`src/rtl/depacketizer_if.sv`:
```
// FIFO read port of the byte-stream depacketizer: 9-bit words, bit 8 set for
// header/payload bytes and clear for the packet terminator.
interface depacketizer_if;
    logic       fifo_empty;
    logic [8:0] fifo_q;
    logic       fifo_rd;

    modport master (input fifo_empty, input fifo_q, output fifo_rd);
    modport slave  (output fifo_empty, output fifo_q, input fifo_rd);
endinterface

```
`src/rtl/depacketizer.sv`:
```
// Splits a framed word stream into pixel lines and control-table writes,
// resynchronising on the 12-byte header and counting protocol errors.
module depacketizer #(
    parameter int CTRL_LEN = 101,
    parameter int LINE_MAX = 1280
) (
    input  logic           clk,
    input  logic           rst,
    depacketizer_if.master fifo,
    input  logic           en,
    output logic [7:0]     pix_data,
    output logic           pix_valid,
    output logic           line_start,
    output logic           line_end,
    output logic [10:0]    line_len,
    output logic           frame_start,
    output logic [7:0]     ctrl_data,
    output logic [6:0]     ctrl_addr,
    output logic           ctrl_we,
    output logic           ctrl_done,
    output logic [7:0]     err_count
);
    typedef enum logic [2:0] {HUNT, HDR, TYPE, DATA, CTRL, DROP} state_t;

    localparam logic [10:0] LineMax = 11'(LINE_MAX);
    localparam logic [10:0] CtrlLen = 11'(CTRL_LEN);

    state_t      state;
    logic        wordVld_p1;
    logic [3:0]  hdrIdx;
    logic [10:0] byteCnt;
    logic        isByte;
    logic [7:0]  wordByte;

    function automatic logic [7:0] hdrByte(input logic [3:0] idx);
        case (idx)
            4'd0, 4'd6:  return 8'h0A;
            4'd1, 4'd7:  return 8'h01;
            4'd2, 4'd8:  return 8'h02;
            4'd3, 4'd9:  return 8'h03;
            4'd4, 4'd10: return 8'h04;
            4'd5:        return 8'h05;
            default:     return 8'hCC;
        endcase
    endfunction

    function automatic logic [7:0] satInc(input logic [7:0] v);
        return (v == 8'hFF) ? v : v + 8'd1;
    endfunction

    // Read strobe is gated by reset so nothing is pulled from the FIFO while held.
    assign fifo.fifo_rd = rst & en & ~fifo.fifo_empty;
    assign isByte       = fifo.fifo_q[8];
    assign wordByte     = fifo.fifo_q[7:0];

    always_ff @(posedge clk or negedge rst) begin
        if (!rst) begin
            state       <= HUNT;
            wordVld_p1  <= 1'b0;
            hdrIdx      <= '0;
            byteCnt     <= '0;
            pix_data    <= '0;
            pix_valid   <= 1'b0;
            line_start  <= 1'b0;
            line_end    <= 1'b0;
            line_len    <= '0;
            frame_start <= 1'b0;
            ctrl_data   <= '0;
            ctrl_addr   <= '0;
            ctrl_we     <= 1'b0;
            ctrl_done   <= 1'b0;
            err_count   <= '0;
        end else begin
            // p1: FIFO data is valid one cycle after the read strobe
            wordVld_p1  <= fifo.fifo_rd;
            pix_valid   <= 1'b0;
            line_start  <= 1'b0;
            line_end    <= 1'b0;
            frame_start <= 1'b0;
            ctrl_we     <= 1'b0;
            ctrl_done   <= 1'b0;
            // p2: decode the accepted word into registered outputs
            if (wordVld_p1) begin
                unique case (state)
                    HUNT: begin
                        if (isByte && wordByte == 8'h0A) begin
                            state  <= HDR;
                            hdrIdx <= 4'd1;
                        end
                    end
                    HDR: begin
                        if (!isByte) begin
                            state     <= HUNT;
                            err_count <= satInc(err_count);
                        end else if (wordByte == hdrByte(hdrIdx)) begin
                            if (hdrIdx == 4'd11) state <= TYPE;
                            else                 hdrIdx <= hdrIdx + 4'd1;
                        end else if (wordByte == 8'h0A) begin
                            hdrIdx <= 4'd1;
                        end else begin
                            state <= HUNT;
                        end
                    end
                    TYPE: begin
                        byteCnt <= '0;
                        if (!isByte) begin
                            state     <= HUNT;
                            err_count <= satInc(err_count);
                        end else if (wordByte == 8'hFF) begin
                            state <= DATA;
                        end else if (wordByte == 8'h00) begin
                            state       <= CTRL;
                            frame_start <= 1'b1;
                        end else begin
                            state     <= DROP;
                            err_count <= satInc(err_count);
                        end
                    end
                    DATA: begin
                        if (!isByte) begin
                            line_end <= 1'b1;
                            line_len <= byteCnt;
                            state    <= HUNT;
                        end else if (byteCnt == LineMax) begin
                            state     <= DROP;
                            err_count <= satInc(err_count);
                        end else begin
                            pix_data   <= wordByte;
                            pix_valid  <= 1'b1;
                            line_start <= (byteCnt == '0);
                            byteCnt    <= byteCnt + 11'd1;
                        end
                    end
                    CTRL: begin
                        if (!isByte) begin
                            if (byteCnt == CtrlLen) ctrl_done <= 1'b1;
                            else                    err_count <= satInc(err_count);
                            state <= HUNT;
                        end else if (byteCnt == CtrlLen) begin
                            state     <= DROP;
                            err_count <= satInc(err_count);
                        end else begin
                            ctrl_data <= wordByte;
                            ctrl_addr <= byteCnt[6:0];
                            ctrl_we   <= 1'b1;
                            byteCnt   <= byteCnt + 11'd1;
                        end
                    end
                    DROP: begin
                        if (!isByte) state <= HUNT;
                    end
                    default: state <= HUNT;
                endcase
            end
        end
    end
endmodule

```
`src/flat_wrapper.sv`:
```
// flat-port wrapper written by rule: the top's interface ports become plain ports
module depacketizer_flat 
#(
    parameter int CTRL_LEN = 101,
    parameter int LINE_MAX = 1280
)
  (clk, rst, en, pix_data, pix_valid, line_start, line_end, line_len, frame_start, ctrl_data, ctrl_addr, ctrl_we, ctrl_done, err_count, fifo_fifo_empty, fifo_fifo_q, fifo_fifo_rd);
  depacketizer_if fifo_i ();
  input  logic clk;
  input  logic rst;
  input  logic en;
  output logic [7:0] pix_data;
  output logic pix_valid;
  output logic line_start;
  output logic line_end;
  output logic [10:0] line_len;
  output logic frame_start;
  output logic [7:0] ctrl_data;
  output logic [6:0] ctrl_addr;
  output logic ctrl_we;
  output logic ctrl_done;
  output logic [7:0] err_count;
  input wire logic [$bits(fifo_i.fifo_empty)-1:0] fifo_fifo_empty;
  input wire logic [$bits(fifo_i.fifo_q)-1:0] fifo_fifo_q;
  output wire logic [$bits(fifo_i.fifo_rd)-1:0] fifo_fifo_rd;
  assign fifo_i.fifo_empty = fifo_fifo_empty;
  assign fifo_i.fifo_q = fifo_fifo_q;
  assign fifo_fifo_rd = fifo_i.fifo_rd;
  depacketizer #(.CTRL_LEN(CTRL_LEN), .LINE_MAX(LINE_MAX)) u_core (.clk(clk), .rst(rst), .fifo(fifo_i), .en(en), .pix_data(pix_data), .pix_valid(pix_valid), .line_start(line_start), .line_end(line_end), .line_len(line_len), .frame_start(frame_start), .ctrl_data(ctrl_data), .ctrl_addr(ctrl_addr), .ctrl_we(ctrl_we), .ctrl_done(ctrl_done), .err_count(err_count));
endmodule
```
`config.mk`:
```
export PLATFORM = sky130hd
export DESIGN_NAME = depacketizer_flat
export DESIGN_NICKNAME = d
export VERILOG_FILES = /design/src/rtl/depacketizer_if.sv /design/src/rtl/depacketizer.sv /design/src/flat_wrapper.sv
export SDC_FILE = /design/constraint.sdc
export NUM_CORES = 1
export LEC_CHECK = 0
export CORE_MARGIN = 4
export CORE_UTILIZATION = 53
export CTS_CLUSTER_DIAMETER = 120
export DETAILED_ROUTE_END_ITERATION = 7
export PLACE_DENSITY = 0.92
export SETUP_SLACK_MARGIN = 0.05
export SLEW_MARGIN = 0
export SYNTH_ARGS = -nofsm -noshare
export SYNTH_HDL_FRONTEND = slang
export SYNTH_SLANG_ARGS = --single-unit
```
`constraint.sdc`:
```
create_clock -name clk -period 3.2 [get_ports clk]
set_clock_uncertainty 0.15 [all_clocks]
set_input_delay 0.64 -clock clk [delete_from_list [all_inputs] [get_ports clk]]
set_output_delay 0.64 -clock clk [all_outputs]
set_load 0.02 [all_outputs]
```
Word-level counts from Yosys, hierarchy flattened
Memories as Yosys holds them, arrays and structs flattened.
Cells that the tools add are included.
{ "totals": {"inputBits": 13, "romBits": 96, "wordCells": 132, "output_inout_bits": 49, "memories": 1, "register_bits": 67} }
{ "op_classes": {"eq_ne": 30, "addsub": 3, "mux": 63, "n_bitwise": 6, "n_reduce_logical": 14} }
{ "memory_table": {"columns": ["memory", "depth", "width", "read_ports", "rd_ports_with_merged_regs", "write_ports", "line_no", "source"], "rows": [
  ["(no name shown)", 16, 6, 1, 0, 0, "depacketizer.sv:36", "case (idx)"]
]} }
{ "ops": {"columns": ["op", "count"], "rows": [
  ["8-bit two-way mux", 13],
  ["11-bit two-way mux", 4],
  ["3-bit two-way mux", 12],
  ["11-bit one-hot mux with 3 select lines", 1],
  ["8-bit one-hot mux with 4 select lines", 1],
  ["1-bit two-way mux", 25],
  ["4-bit two-way mux", 5],
  ["3-bit one-hot mux with 6 select lines", 1],
  ["8-bit == test, second input constant", 2],
  ["2-bit != test, second input constant", 7],
  ["3-bit != test, second input constant", 4],
  ["6-bit AND reduction", 2],
  ["11-bit by 1-bit adder with 11-bit output, second input constant", 1],
  ["11-bit == test, second input constant", 1],
  ["11-bit by 7-bit == test with 1-bit output, second input constant", 1],
  ["11-bit logical NOT", 1],
  ["9-bit AND reduction", 1],
  ["8-bit by 1-bit adder with 8-bit output, second input constant", 1],
  ["8-bit by 4-bit == test with 1-bit output, second input constant", 1],
  ["8-bit == test", 1],
  ["8-bit logical NOT", 1],
  ["4-bit one-hot mux with 2 select lines", 1],
  ["4-bit AND reduction", 2],
  ["7-bit AND reduction", 1],
  ["18 further kinds", 26]
]} }

Logic depth before layout (Yosys ltp)
Gate-level depths: netlist (run 1).
An unclocked memory read counts as a cell.
{ "logic_depth": {"ltp_word": 8, "depth_mapped": 10, "depth_no_buf": 9} }

Worst setup path after synthesis (run 1)
OpenSTA, ideal clock, no wires.
{ "synth_timing": {"path_type": "input port to flip-flop", "from": "input port fifo_fifo_q[5]", "to": "register u_core.state[0]", "required_ns": 2.924, "stages": 6, "slack_ns": 0.318, "path_buffers": 1, "arrival_time_ns": 2.606, "setup_time_ns": 0.126, "cell_sequence": "or4_1 nor4_1 a2111oi_0 or3_1 buf_2 o32a_1"} }
{ "synth_via": {"elab_chain_cells": 5, "word_cells_on_any_way": 15, "classes_between": "eq/ne: 6; mux: 6; reduce/logical: 3"} }
{ "synth_rtl": {"columns": ["item", "line_no", "source"], "rows": [
  ["start, declared", "flat_wrapper.sv:24", "input wire logic [$bits(fifo_i.fifo_q)-1:0] fifo_fifo_q;"],
  ["8-bit logical NOT", "depacketizer.sv:111", "end else if (wordByte == 8'h00) begin"],
  ["1-bit two-way mux", "depacketizer.sv:111", null],
  ["3-bit two-way mux", "depacketizer.sv:109", "end else if (wordByte == 8'hFF) begin"],
  ["3-bit two-way mux", "depacketizer.sv:106", "if (!isByte) begin"],
  ["3-bit one-hot mux with 6 select lines", "depacketizer.sv:84", "unique case (state)"],
  ["end signal, assigned", "depacketizer.sv:107", "state <= HUNT;"],
  ["end signal, assigned", "depacketizer.sv:110", "state <= DATA;"],
  ["end signal, assigned", "depacketizer.sv:112", "state <= CTRL;"],
  ["end, declared", "depacketizer.sv:28", "state_t state;"]
]} }
Parallel ways exist; a longest one is shown, timed or not.
A chain may end at the register's enable or synchronous reset.

Worst setup path after layout (run 1)
{ "layout_timing": {"from": "input port fifo_fifo_q[7]", "to": "register u_core.state[0]"} }
Same word-level chain as after synthesis.

==> out/results.tsv, run 1 <==
metric	value	unit
status	finished, final reports clean	
clock_path_buffers	2	
fin_ws	0.237	ns
clk_pin_slew	0.07	ns
critPathMaxFanout	6	
final.period_utilization	0.926	
insertion_delay	0.35	ns
timing.final.crit_period	2.96	ns
die_x	88.4	µm
dieArea	0.00781	mm²
rsz0062_at_grt	false	
syn-cell-area	0.00342	mm²
drv_cap	0	
io-pin-count	62	
start_util	0.542	
worstSetupStartpointType	primary input	
synthTopCellsByArea	dfrtp_1 49%, mux2_2 6.9%, nand2_1 6.3%, xnor2_1 4.1%, ha_1 3.7%	
rows	29	
synthXorXnorAreaFrac	0.0486	
synth_top_family_by_area	simple AND/OR/NAND/NOR gates	
syn_area_per_cell	9.92	µm²
viasPerCell	5.83	
place_ws	-0.0708	ns
report.final.setup_viol	0	
r2r_slack	0.24	ns
grt.total_usage	0.227	
firstDrtPassIters	6	
synth_seq_area_share	0.490	
route.met2.wl	4.22	mm
route.met3.wl	444	µm
multi_input_comb_area	0.00163	mm²
postPlaceCellArea	0.00415	mm²
fill_cells	459	
diodes	0	
core-area	0.00631	mm²
postCtsHoldBufs	0	
met1_length	3.53	mm
ys.flop_type	dfrtp_1	
syn_nets	368	
grt_pass1_vias	2919	
drt_wl_total	8.32	mm
grt_max_degree	68	
hold_violations	0	
drt_iter0_drc	263	
cts_max_level	3	
synth_commonest_cells	67 x dfrtp_1, 57 x nand2_1, 22 x nor2_1	
yosys.area.top_type	dfrtp_1	
highest_layer	met4	
cp-end-kind	register	
overflow	0	
ys.warnings.count	0	
p_total	0.00316	W
path_class	in -> reg	
worst_slew_pin_slew	0.827	ns
die_h	88.4	µm
hold_class	reg -> reg	
clockRootBuffer	clkbuf_8	
fin_nets	437	
clock_sinks	67	
grt_antenna_before_repair	0	
yosys.area_share.adder	0.0366	
synth_cells	345	
ant_nets	0	
cp.required	3.27	ns
worstPathArrival	3.04	ns
synth_top_area_share	0.490	
synth_edf_count	0	
synth_compound_area_frac	0.0878	
cts_buffers	9	
globalplace.congestion	0.885	
power_leakage	1.95	nW
dp_hpwl	5.72	mm
slew_headroom	0.449	
synth_simple_gate_area_share	0.221	
vdd_drop_max	0.544	mV
slew_violations	0	
synth_seq_cells	67	
p_per_area	720	mW/mm²
max_freq	0.338	GHz
portBuffers	61	
regArea	0.00168	mm²
async_reset_ff_frac	1.00	
synthToLayoutAreaGrowth	28.5	%
grt_pass1_wl	13.8	mm
design_area	0.00440	mm²
drc_errors	0	
synth.most_common_cell	dfrtp_1	
ys_types	55	
vias	2886	
post_drt_wl_per_cell	16.8	µm
drive_gt1_frac	0.146	
cts_tree	built	
synth.area.mux_share	0.0808	
[final cells by class]
type / count / share of cell area
multi-input cells: 248 / 0.371
clock inverters: 6 / 0.0256
flip-flops and latches: 67 / 0.381
well taps: 77 / 0.0219
clock buffers: 9 / 0.0282
repair buffers: 74 / 0.160
inverters: 14 / 0.0120
[cell usage in the layout (no fill, tap or decap), drive strengths merged, types with 4 or more instances in the layout]
| cell | n |
|---|---|
| inv | 15 |
| xnor2 | 16 |
| nor4 | 7 |
| clkbuf | 9 |
| clkdlybuf4s50 | 60 |
| nand4 | 11 |
| or4 | 4 |
| ha | 10 |
| or3 | 5 |
| nor3 | 11 |
| dfrtp | 67 |
| mux2i | 4 |
| o21ai | 12 |
| mux2 | 21 |
| buf | 14 |
| or2 | 5 |
| a21oi | 6 |
| nand3 | 12 |
| nor3b | 4 |
| nor2 | 22 |
| nor2b | 4 |
| nand2 | 57 |
[path summary, 6_finish.rpt]
path                                                 start                         endpoint  cells past startpoint
max                                         fifo_fifo_q[7]      u_core.state[0]$_DFFE_PN0P_                      6
min                        u_core.ctrl_addr[3]$_DFFE_PN0P_  u_core.ctrl_addr[3]$_DFFE_PN0P_                      2
max reg2reg                  u_core.byteCnt[0]$_DFFE_PN0P_   u_core.byteCnt[10]$_DFFE_PN0P_                      8
min reg2reg                u_core.ctrl_addr[3]$_DFFE_PN0P_  u_core.ctrl_addr[3]$_DFFE_PN0P_                      2
max in group asynchronous                              rst       u_core.ctrl_done$_DFF_PN0_                      2
min in group asynchronous                              rst   u_core.line_len[6]$_DFFE_PN0P_                      2
[what timing repair did]
action / 4_1_cts / 5_1_grt
setup buffers: 0 / 0
setup endpoints to repair: 0 / 5
gates resized for setup: 0 / 1
[cell families (layout without fill, tap and decap cells)]
group / after synthesis / in the layout
AND/OR/NAND/NOR: 152 / 152
flip-flops: 67 / 67
AO/OA/AOI/OAI: 42 / 42
buffers and inverters: 30 / 103
multiplexers: 25 / 25
XOR/XNOR: 19 / 19
adder cells (fa/ha/maj): 10 / 10
[flip-flops by register name, summed over array words and instances (netlist names), 3 cells and up]
| name | flops |
|---|---|
| u_core.ctrl_data | 8 |
| u_core.line_len | 11 |
| u_core.state | 3 |
| u_core.byteCnt | 11 |
| u_core.pix_data | 8 |
| u_core.hdrIdx | 4 |
| u_core.err_count | 8 |
| u_core.ctrl_addr | 7 |
[critical path, cell delays in order]
cell             delay, ns
clkdlybuf4s50_1       0.50
or4_1                 0.54
nor4_1                0.35
a2111oi_0             0.15
or3_1                 0.47
o32a_1                0.38
[per-layer routing]
metal	GRT usage	up-vias
li1	-	1347
met3	0.0577	13
met5	0	-
met1	0.283	1414
met2	0.390	112
met4	0.0673	0
[report_power, final]
group	internal, W	leakage (nW)	switching [W]
Sequential	0.00101	0.897	0.000220
Combinational	0.000501	0.938	0.000582
Clock	0.000516	0.120	0.000332
[per-stage QoR]
stage / cells / hold WS (ns) / util / setup TNS (ns)
after floorplan: 345 / 0.194 / - / 0
after global placement: 480 / 0.311 / 0.658 / 0
after detailed placement: 480 / 0.317 / 0.658 / -0.0719
after CTS: 495 / 0.334 / 0.695 / 0
after global routing: 495 / 0.346 / 0.696 / 0
final: 495 / 0.334 / 0.696 / 0
No activity file was read; power rests on OpenSTA's default activity.
==> run 2, diff against run 1 <==
ABC_CLOCK_PERIOD_IN_PS = 3200   (was default)
==> results of run 2 <==
Final layout, timing and power as in run 1 (identical DEF).
